==> config.mk <==
export PLATFORM = sky130hd
export DESIGN_NAME = multicycle_controller
export DESIGN_NICKNAME = d
export VERILOG_FILES = /design/src/rtl/rv_mc_pkg.sv /design/src/rtl/alu_decoder.sv /design/src/rtl/multicycle_controller.sv
export SDC_FILE = /design/constraint.sdc
export NUM_CORES = 1
export LEC_CHECK = 0
export CAP_MARGIN = 20
export CORE_ASPECT_RATIO = 1.25
export CORE_UTILIZATION = 38
export CTS_CLUSTER_SIZE = 14
export DETAILED_ROUTE_END_ITERATION = 16
export PLACE_DENSITY = 0.76
export SYNTH_ARGS = -nofsm -noshare
export SYNTH_HDL_FRONTEND = slang
export SYNTH_SLANG_ARGS = --single-unit
==> constraint.sdc <==
create_clock -name clk -period 1.7 [get_ports clk]
set_input_delay 0.17 -clock clk [delete_from_list [all_inputs] [get_ports clk]]
set_output_delay 0.17 -clock clk [all_outputs]
set_load 0.02 [all_outputs]
==> src/rtl/rv_mc_pkg.sv <==
// Shared definitions for the multi-cycle RV32I-subset controller:
// FSM states, opcodes, ALU function codes, mux select codes and the
// per-state Moore control word.
package rv_mc_pkg;

    typedef enum logic [3:0] {
        S_FETCH    = 4'd0,
        S_DECODE   = 4'd1,
        S_MEMADR   = 4'd2,
        S_MEMREAD  = 4'd3,
        S_MEMWB    = 4'd4,
        S_MEMWRITE = 4'd5,
        S_EXEC_R   = 4'd6,
        S_EXEC_I   = 4'd7,
        S_ALUWB    = 4'd8,
        S_JAL      = 4'd9,
        S_JALR     = 4'd10,
        S_JALR2    = 4'd11,
        S_BRANCH   = 4'd12,
        S_LUI      = 4'd13,
        S_FAULT    = 4'd14
    } state_t;

    // Major opcodes
    localparam logic [6:0] OP_LOAD   = 7'b0000011;
    localparam logic [6:0] OP_STORE  = 7'b0100011;
    localparam logic [6:0] OP_R      = 7'b0110011;
    localparam logic [6:0] OP_I      = 7'b0010011;
    localparam logic [6:0] OP_JAL    = 7'b1101111;
    localparam logic [6:0] OP_JALR   = 7'b1100111;
    localparam logic [6:0] OP_BRANCH = 7'b1100011;
    localparam logic [6:0] OP_LUI    = 7'b0110111;

    // ALU function codes
    localparam logic [2:0] ALU_ADD = 3'b000;
    localparam logic [2:0] ALU_SUB = 3'b001;
    localparam logic [2:0] ALU_AND = 3'b010;
    localparam logic [2:0] ALU_OR  = 3'b011;
    localparam logic [2:0] ALU_SLT = 3'b100;
    localparam logic [2:0] ALU_XOR = 3'b110;

    // R-type funct7 for sub
    localparam logic [6:0] F7_ALT = 7'b0100000;

    // Class of ALU operation the FSM asks for; the decoder refines R/I
    typedef enum logic [1:0] {
        AOP_ADD = 2'b00,
        AOP_SUB = 2'b01,
        AOP_R   = 2'b10,
        AOP_I   = 2'b11
    } alu_op_t;

    // Source selects
    localparam logic [1:0] SRCA_PC     = 2'b00;
    localparam logic [1:0] SRCA_OLDPC  = 2'b01;
    localparam logic [1:0] SRCA_RS1    = 2'b10;
    localparam logic [1:0] SRCB_RS2    = 2'b00;
    localparam logic [1:0] SRCB_IMM    = 2'b01;
    localparam logic [1:0] SRCB_FOUR   = 2'b10;
    localparam logic [1:0] RES_ALUOUT  = 2'b00;
    localparam logic [1:0] RES_MEM     = 2'b01;
    localparam logic [1:0] RES_ALU     = 2'b10;
    localparam logic [1:0] RES_IMM     = 2'b11;

    // Immediate formats
    localparam logic [2:0] IMM_I = 3'b000;
    localparam logic [2:0] IMM_S = 3'b001;
    localparam logic [2:0] IMM_J = 3'b010;
    localparam logic [2:0] IMM_B = 3'b011;
    localparam logic [2:0] IMM_U = 3'b100;

    // Branch funct3 codes
    localparam logic [2:0] F3_BEQ = 3'b000;
    localparam logic [2:0] F3_BNE = 3'b001;
    localparam logic [2:0] F3_BLT = 3'b100;
    localparam logic [2:0] F3_BGE = 3'b101;

    // Moore part of the control outputs; input-gated strobes are added in the top
    typedef struct packed {
        logic       mem_req;
        logic       mem_write;
        logic       adr_src;
        logic       pc_write;
        logic       reg_write;
        logic       retire;
        logic       fault;
        logic [1:0] alu_src_a;
        logic [1:0] alu_src_b;
        logic [1:0] result_src;
        alu_op_t    alu_op;
    } ctrl_t;

    // Control word held while the FSM sits in state s
    function automatic ctrl_t state_ctrl(input state_t s);
        ctrl_t c;
        c = '0;
        case (s)
            S_FETCH: begin
                c.mem_req    = 1'b1;
                c.adr_src    = 1'b0;
                c.alu_src_a  = SRCA_PC;
                c.alu_src_b  = SRCB_FOUR;
                c.result_src = RES_ALU;
            end
            S_DECODE: begin
                c.alu_src_a = SRCA_OLDPC;
                c.alu_src_b = SRCB_IMM;
            end
            S_MEMADR: begin
                c.alu_src_a = SRCA_RS1;
                c.alu_src_b = SRCB_IMM;
            end
            S_MEMREAD: begin
                c.mem_req = 1'b1;
                c.adr_src = 1'b1;
            end
            S_MEMWB: begin
                c.result_src = RES_MEM;
                c.reg_write  = 1'b1;
                c.retire     = 1'b1;
            end
            S_MEMWRITE: begin
                c.mem_req   = 1'b1;
                c.mem_write = 1'b1;
                c.adr_src   = 1'b1;
            end
            S_EXEC_R: begin
                c.alu_src_a = SRCA_RS1;
                c.alu_src_b = SRCB_RS2;
                c.alu_op    = AOP_R;
            end
            S_EXEC_I: begin
                c.alu_src_a = SRCA_RS1;
                c.alu_src_b = SRCB_IMM;
                c.alu_op    = AOP_I;
            end
            S_ALUWB: begin
                c.result_src = RES_ALUOUT;
                c.reg_write  = 1'b1;
                c.retire     = 1'b1;
            end
            S_JAL, S_JALR2: begin
                c.alu_src_a  = SRCA_OLDPC;
                c.alu_src_b  = SRCB_FOUR;
                c.result_src = RES_ALUOUT;
                c.pc_write   = 1'b1;
            end
            S_JALR: begin
                c.alu_src_a = SRCA_RS1;
                c.alu_src_b = SRCB_IMM;
            end
            S_BRANCH: begin
                c.alu_src_a  = SRCA_RS1;
                c.alu_src_b  = SRCB_RS2;
                c.alu_op     = AOP_SUB;
                c.result_src = RES_ALUOUT;
                c.retire     = 1'b1;
            end
            S_LUI: begin
                c.result_src = RES_IMM;
                c.reg_write  = 1'b1;
                c.retire     = 1'b1;
            end
            S_FAULT: begin
                c.fault = 1'b1;
            end
            default: c = '0;
        endcase
        return c;
    endfunction

    // Immediate format implied by the opcode
    function automatic logic [2:0] imm_src_of(input logic [6:0] op);
        logic [2:0] r;
        case (op)
            OP_STORE:  r = IMM_S;
            OP_JAL:    r = IMM_J;
            OP_BRANCH: r = IMM_B;
            OP_LUI:    r = IMM_U;
            default:   r = IMM_I;
        endcase
        return r;
    endfunction

endpackage

==> src/rtl/alu_decoder.sv <==
// ALU function decode: combines the FSM's operation class with the
// instruction funct fields. Unknown funct codes fall back to add.
module alu_decoder
    import rv_mc_pkg::*;
(
    input  alu_op_t    alu_op,
    input  logic [2:0] funct3,
    input  logic [6:0] funct7,
    output logic [2:0] alu_func
);

    // Map operation class and funct fields to an ALU function code
    always_comb begin
        alu_func = ALU_ADD;
        case (alu_op)
            AOP_ADD: alu_func = ALU_ADD;
            AOP_SUB: alu_func = ALU_SUB;
            AOP_R: begin
                case (funct3)
                    3'b000:  alu_func = (funct7 == F7_ALT) ? ALU_SUB : ALU_ADD;
                    3'b111:  alu_func = ALU_AND;
                    3'b110:  alu_func = ALU_OR;
                    3'b010:  alu_func = ALU_SLT;
                    default: alu_func = ALU_ADD;
                endcase
            end
            AOP_I: begin
                case (funct3)
                    3'b000:  alu_func = ALU_ADD;
                    3'b100:  alu_func = ALU_XOR;
                    3'b110:  alu_func = ALU_OR;
                    3'b010:  alu_func = ALU_SLT;
                    default: alu_func = ALU_ADD;
                endcase
            end
            default: alu_func = ALU_ADD;
        endcase
    end

endmodule

==> src/rtl/multicycle_controller.sv <==
// Multi-cycle RV32I-subset control unit. One FSM walks each instruction
// through fetch/decode/execute/writeback over a shared memory port.
// Handshake: a memory access is in progress whenever mem_req=1; the access
// completes in the cycle where mem_ready=1, and the FSM advances on that
// edge. mem_ready is ignored while mem_req=0. A watchdog faults the unit
// when an access waits MEM_TIMEOUT cycles without mem_ready.
module multicycle_controller
    import rv_mc_pkg::*;
#(
    parameter int BRANCH_EXT  = 1,
    parameter int MEM_TIMEOUT = 0,
    parameter int TMO_W       = (MEM_TIMEOUT > 0) ? $clog2(MEM_TIMEOUT + 1) : 1
) (
    input  logic        clk,
    input  logic        rst_n,
    input  logic [31:0] instr,
    input  logic        zero,
    input  logic        neg,
    input  logic        mem_ready,
    output logic        mem_req,
    output logic        mem_write,
    output logic        adr_src,
    output logic        ir_write,
    output logic        pc_write,
    output logic        reg_write,
    output logic [1:0]  alu_src_a,
    output logic [1:0]  alu_src_b,
    output logic [1:0]  result_src,
    output logic [2:0]  imm_src,
    output logic [2:0]  alu_func,
    output logic        retire,
    output logic        fault
);

    state_t           state;
    state_t           state_nxt;
    ctrl_t            ctrl;
    logic [TMO_W-1:0] wdog;

    logic [6:0] opcode;
    logic [2:0] funct3;
    logic [6:0] funct7;
    logic       wait_state;
    logic       waiting;
    logic       timeout;
    logic       taken;
    logic       fetch_go;
    logic       unused_instr;

    assign opcode       = instr[6:0];
    assign funct3       = instr[14:12];
    assign funct7       = instr[31:25];
    assign unused_instr = ^{instr[24:15], instr[11:7]};

    // States that sit on the memory port until mem_ready
    assign wait_state = (state == S_FETCH) || (state == S_MEMREAD) || (state == S_MEMWRITE);
    assign waiting    = wait_state && !mem_ready;
    assign timeout    = (MEM_TIMEOUT > 0) && waiting &&
                        (wdog == TMO_W'(MEM_TIMEOUT - 1));

    // Branch condition from ALU flags (rs1 - rs2)
    always_comb begin
        taken = 1'b0;
        case (funct3)
            F3_BEQ:  taken = zero;
            F3_BNE:  taken = !zero;
            F3_BLT:  taken = (BRANCH_EXT != 0) && neg;
            F3_BGE:  taken = (BRANCH_EXT != 0) && !neg;
            default: taken = 1'b0;
        endcase
    end

    // Next-state selection; watchdog expiry overrides everything
    always_comb begin
        state_nxt = state;
        case (state)
            S_FETCH:    if (mem_ready) state_nxt = S_DECODE;
            S_DECODE: begin
                case (opcode)
                    OP_LOAD, OP_STORE: state_nxt = S_MEMADR;
                    OP_R:              state_nxt = S_EXEC_R;
                    OP_I:              state_nxt = S_EXEC_I;
                    OP_JAL:            state_nxt = S_JAL;
                    OP_JALR:           state_nxt = S_JALR;
                    OP_BRANCH:         state_nxt = S_BRANCH;
                    OP_LUI:            state_nxt = S_LUI;
                    default:           state_nxt = S_FAULT;
                endcase
            end
            S_MEMADR:   state_nxt = (opcode == OP_STORE) ? S_MEMWRITE : S_MEMREAD;
            S_MEMREAD:  if (mem_ready) state_nxt = S_MEMWB;
            S_MEMWRITE: if (mem_ready) state_nxt = S_FETCH;
            S_MEMWB:    state_nxt = S_FETCH;
            S_EXEC_R:   state_nxt = S_ALUWB;
            S_EXEC_I:   state_nxt = S_ALUWB;
            S_ALUWB:    state_nxt = S_FETCH;
            S_JAL:      state_nxt = S_ALUWB;
            S_JALR:     state_nxt = S_JALR2;
            S_JALR2:    state_nxt = S_ALUWB;
            S_BRANCH:   state_nxt = S_FETCH;
            S_LUI:      state_nxt = S_FETCH;
            S_FAULT:    state_nxt = S_FAULT;
            default:    state_nxt = S_FAULT;
        endcase
        if (timeout) begin
            state_nxt = S_FAULT;
        end
    end

    // State, registered control word and watchdog counter
    always_ff @(posedge clk or negedge rst_n) begin
        if (!rst_n) begin
            state <= S_FETCH;
            ctrl  <= state_ctrl(S_FETCH);
            wdog  <= '0;
        end else begin
            state <= state_nxt;
            ctrl  <= state_ctrl(state_nxt);
            if (state_nxt != state) begin
                wdog <= '0;
            end else if (waiting && (MEM_TIMEOUT > 0)) begin
                wdog <= wdog + 1'b1;
            end
        end
    end

    // Strobes that depend on this cycle's inputs; forced low while reset is held
    assign fetch_go = rst_n && (state == S_FETCH) && mem_ready;

    assign ir_write   = fetch_go;
    assign pc_write   = rst_n && (ctrl.pc_write || fetch_go || ((state == S_BRANCH) && taken));
    assign retire     = rst_n && (ctrl.retire || ((state == S_MEMWRITE) && mem_ready));
    assign mem_req    = ctrl.mem_req;
    assign mem_write  = ctrl.mem_write;
    assign adr_src    = ctrl.adr_src;
    assign reg_write  = ctrl.reg_write;
    assign alu_src_a  = ctrl.alu_src_a;
    assign alu_src_b  = ctrl.alu_src_b;
    assign result_src = ctrl.result_src;
    assign fault      = ctrl.fault;
    assign imm_src    = imm_src_of(opcode);

    alu_decoder u_alu_decoder (
        .alu_op   (ctrl.alu_op),
        .funct3   (funct3),
        .funct7   (funct7),
        .alu_func (alu_func)
    );

endmodule

Word level (Yosys, flattened, before mapping)
Index checks and enable logic that the tools add are counted.
{ "totals": {"reg_bits": 19, "latch_bits": 0, "ram_bits": 0, "rom_bits": 0, "input_bits": 37, "output_inout_bits": 20, "elab_cells": 104, "mem_count": 0} }
{ "classes": {"addsub": 0, "mul": 0, "div": 0, "order_cmp": 0, "eq_ne": 45, "n_shift": 0, "muxes": 22, "bitwise": 0, "n_reduce_logical": 25} }
{ "ops": {"columns": ["cell", "count"], "rows": [
  ["$eq A4 B4 Y1 const B", 13],
  ["$pmux W3 S4", 3],
  ["$eq A4 B3 Y1 const B", 8],
  ["$pmux W4 S8", 1],
  ["$eq A7 B6 Y1 const B", 4],
  ["$pmux W4 S7", 1],
  ["$eq A7 B7 Y1 const B", 3],
  ["$pmux W4 S5", 1],
  ["$eq A4 B2 Y1 const B", 4],
  ["$eq A3 B3 Y1 const B", 4],
  ["$mux W4", 3],
  ["$pmux W2 S3", 2],
  ["$reduce_or A4 Y1", 3],
  ["$pmux W3 S3", 1],
  ["$reduce_or A3 Y1", 3],
  ["$eq A4 B1 Y1 const B", 2],
  ["$logic_not A4 Y1", 2],
  ["$mux W1", 8],
  ["$reduce_or A2 Y1", 4],
  ["$eq A7 B2 Y1 const B", 1],
  ["$eq A7 B5 Y1 const B", 1],
  ["$logic_and A1 B1 Y1", 6],
  ["$eq A2 B2 Y1 const B", 2],
  ["$pmux W1 S4", 1],
  ["8 further kinds", 11]
]} }

Depth between registers and ports, before layout
{ "depth": {"ltp_word": 7, "mapped_depth": 8} }

Hierarchy
Synthesis repeated with hierarchy kept, for this count alone.
{ "unflattened": {"cells_unflattened": 132, "hier_area_um2": 1229.9} }
{ "by_module_without_submodules": {"columns": ["module", "instances", "cells_per_inst", "area_each_um2", "seq_area_each_um2"], "rows": [
  ["multicycle_controller", 1, 119, 1129.8, 479.2],
  ["alu_decoder", 1, 13, 100.1, 0.0]
]} }

Worst setup path after synthesis
Ideal clock, no wire load.
{ "synth_timing": {"kind": "input-to-reg", "startpoint": "in instr[2]", "endpoint": "reg ctrl[0] in the netlist's numbering", "setup_time_ps": 78, "arrival_time_ps": 1735, "required_time_ps": 1622, "path_slack_ps": -113, "stages": 8, "n_path_buf": 1, "cell_sequence": "buf_6 -> or3_4 -> o311ai_4 -> o221ai_2 -> nor2b_4 -> inv_2 -> or3_1 -> a21boi_1"} }
{ "synth_between": {"elab_chain_len": 6} }
{ "synth_rtl": {"columns": ["element", "line_no", "rtl"], "rows": [
  ["from (decl)", "multicycle_controller.sv:16", "input logic [31:0] instr,"],
  ["$eq A7 B6 Y1 or $eq A7 B2 Y1 (tied branches)", "multicycle_controller.sv:79, multicycle_controller.sv:90", null],
  ["$reduce_or A2 Y1", "multicycle_controller.sv:79", "case (opcode)"],
  ["$pmux W4 S7", "multicycle_controller.sv:79", null],
  ["$pmux W4 S8 (*)", "multicycle_controller.sv:76", "case (state)"],
  ["named net state_nxt[1]", "multicycle_controller.sv:36", "state_t state_nxt;"],
  ["$eq A4 B4 Y1 or $eq A4 B3 Y1 (tied branches)", "rv_mc_pkg.sv:97", "case (s)"],
  ["$pmux W2 S3 (*)", "rv_mc_pkg.sv:97", null],
  ["to (signal assigned)", "multicycle_controller.sv:114", "ctrl <= state_ctrl(S_FETCH);"],
  ["to (signal assigned)", "multicycle_controller.sv:118", "ctrl <= state_ctrl(state_nxt);"],
  ["to (decl)", "multicycle_controller.sv:37", "ctrl_t ctrl;"]
]} }
The timed path passes the listed nets; every way through them passes the cells marked *.

Final worst setup path
{ "layout_timing": {"startpoint": "reg state[2]", "endpoint": "reg ctrl, in the netlist alu_src_a[1]"} }
{ "layout_between": {"elab_chain_len": 6} }
{ "layout_rtl": {"columns": ["element", "line_no", "rtl"], "rows": [
  ["from (decl)", "multicycle_controller.sv:35", "state_t state;"],
  ["from (signal assigned)", "multicycle_controller.sv:117", "state <= state_nxt;"],
  ["$eq A4 B4 Y1 or $eq A4 B3 Y1 (tied branches)", "multicycle_controller.sv:76", null],
  ["$reduce_or A4 Y1 (no line)", null, null],
  ["$pmux W4 S8 (*)", "multicycle_controller.sv:76", null],
  ["$eq A4 B4 Y1 (tied with other cells)", "rv_mc_pkg.sv:97", null],
  ["$reduce_or A3 Y1 (no line) (tied with other cells)", null, null],
  ["$pmux W4 S5 (*)", "rv_mc_pkg.sv:97", null]
]} }
Mark *: on every way between the ends. The rest lies on a longest branch, timed or not.

==> reports/metrics.cfg <==
[outcome]
status=finished, violations left
violations=setup timing

[synth]
synth_top_area_cell=dfrtp_1
synth.area.top_cells=dfrtp_1, dfstp_2, buf_4, nand2b_1, nand2_1
avgSynthCellArea_um2=9.46
ys_seq_area_share_pct=36.2
synth_top_area_share_pct=30.2
synth_edf_count=0
synth_cells=140
synth_async_sr_flop_share_pct=100
yosys_warnings=0
yosys.cell_count.top_type=dfrtp_1
ys_top_cells_by_count=dfrtp_1, nand2_1, nor2_1
synth_area_um2=1320
synth_nets=177
yosys.cell_types.count=52
synth_ff_type=dfrtp_1
synth_seq_cells=19

[global_route]
grt_max_degree=11
use_met3_pct=2.89
grt_pass1_wl_um=6510
top_usage_layer=met2
use_met2_pct=47.0
overflow=0
grtUsageTotal_pct=24.8
grt_pass1_vias=1457
antenna_found_initial=0
met1_usage_pct=26.2

[timing]
setup_viol=19
tns_ns=-2.97
relSlewSlack_pct=71.1
fin_crit_sh_pct=117
fmax_mhz=504
rsz0062_at_grt=true
tightest_slew_ns=0.433
setup_slack_ns=-0.284
fin_crit_ns=1.98
hold_viol=0
slew_viol_final=0
clock_skew_ns=0.00848
hold_ws_ns=0.335

[power]
p_int_uw=2730
pwr-share-comb_pct=75.8
p_total_uw=4600
seq_power_share_pct=17.5
p_sw_uw=1870
p_leak_uw=0.00114
vdd_drop_max_uv=1610
clkPwrFrac_pct=6.7
p_per_area_nw_per_um2=1910
p_sw_share_pct=40.7

[critical_path]
crit_arrival_ns=2.15
crit_path_start_kind=flip-flop
crit_path_max_fanout=6
endpoint_kind=flip-flop
crit_path_frequent_cell=buf_4
r2r-start=state[2]
required_ns=1.87
critical_path_class=flip-flop to flip-flop
critPathLaunch=state[2]
crit_chain=buf_4 -> nor3b_2 -> o311ai_4 -> o221ai_2 -> nor2b_4 -> buf_4 -> or3_4 -> o211ai_1
max_stage_delay_ns=0.46
crit_slowest_cell=dfrtp_2

[clock_tree]
path_clk_slew_ns=0.07
insertion_delay_ns=0.26
cts_tree=built
cts.sinks=19
cts_buffer_depth=2
h-tree-depth=1
cts-root-buf=clkbuf_8
cts_buffers=3
ctsHoldBuffers=0

[route]
ant_nets=0
avgRoutedWirePerCell_um=16.9
drtPass1Iterations=4
routed_via_density=5.39
drt_iter0_markers=44
via_count=1493
routed_wl_um=4680
drc_errors=0

[layout]
fin_area_um2=2420
drive_above_1_share_pct=52.5
num_antenna_cells=0
post-route-util_pct=74.3
final.fill_count=219
fin_nets=278
syn_to_final_growth_pct=82.5

[floorplanning]
die_w_um=54.8
rows=23
start_util_pct=40.7
die_y_um=68.0
io_pins=57
die-area_um2=3730
core_area_um2=3250

[placed_design]
dpl.hpwl_um=2650
port_buffers=41
gp_congestion=0.836
placed_cell_area_um2=2010

[flow_run]
drv_cap=0

[worst_hold_path]
hp-class=input port to asynchronous set/reset pin

[per-stage QoR]
stage / worst slack (ns) / instances
floorplan: -0.0984 / 140
global placement: -0.513 / 245
detailed placement: -0.628 / 245
CTS: -0.201 / 267
global route: -0.348 / 277
finish: -0.284 / 277
[state kept, by name, summed over array words and instances (netlist names), 2 cells and up]
name and flops:
alu_src_b 2, alu_src_a 2, result_src 2, state 4, ctrl 4
[repair_timing]
action | CTS | global route
cloned | 0 | 0
buffers inserted | 18 | 11
gates resized for setup | 65 | 19
setup endpoints to repair | 26 | 21
pin swaps | 17 | 12
[cell type report]
type                    instances  area (um2)  area share [%]
flip-flops and latches         19         484            20.0
multi-input cells             103         868            35.9
well taps                      37        46.3            1.92
repair buffers                109         953            39.5
clock buffers                   4        45.0            1.86
inverters                       5        18.8           0.777
[worst max-delay path: cells and delay by family (launching register included)]
family,cells,cell delay (ns)
AND/OR/NAND/NOR,3,0.74
AO/OA/AOI/OAI,3,0.38
flip-flops,1,0.46
buffers and inverters,2,0.31
[cells in the final DEF (no fill, tap or decap), drive strengths merged, types with 3 or more instances in the layout]
cell type and n:
nand2 11, buf 71, nand3 9, o21ai 6, dfstp 3, inv 5
nor2 11, a21oi 6, nand3b 3, nor2b 4, nor3 3, dlygate4sd2 10
o211ai 3, clkdlybuf4s50 23, nand2b 7, dfrtp 16, and2 4, clkbuf 5
or3 5
[logic make-up (layout without fill, tap and decap cells)]
kind of cell / Yosys count / after routing / synth area share (%)
compound gates: 29 / 29 / 16.9
flops: 19 / 19 / 36.2
xor+xnor: 4 / 4 / 2.65
mux: 2 / 2 / 1.61
buf+inv: 18 / 118 / 10.4
simple gates: 68 / 68 / 32.2
[power by group through the flow]
stage	Sequential [uW]	Clock [uW]	Combinational [uW]
final	805	308	3490
after floorplan	768	0	1470
after detailed placement	807	0	2260
after global routing	818	330	3700
after global placement	798	0	2230
after CTS	789	305	2930
[path summary, 6_finish.rpt]
check	endpoint	slack (ns)	depth (start not counted)
max reg2reg	alu_src_a[1]	-0.28	8
min reg2reg	result_src[0]	0.86	5
min	result_src[0]	0.33	2
max	alu_src_a[1]	-0.28	8
min in group clk	result_src[0]	0.67	4
max in group asynchronous	alu_src_b[1]	1.14	2
[layer usage]
| metal | wire length [um] | part of all wire, % | vias up |
|---|---|---|---|
| met5 | 0 | 0 | - |
| met4 | 146 | 3.1 | 0 |
| met3 | 246 | 5.3 | 16 |
| met2 | 2620 | 56 | 66 |
| met1 | 1670 | 36 | 720 |
| li1 | - | - | 691 |
(Power assumes the default switching activity.)
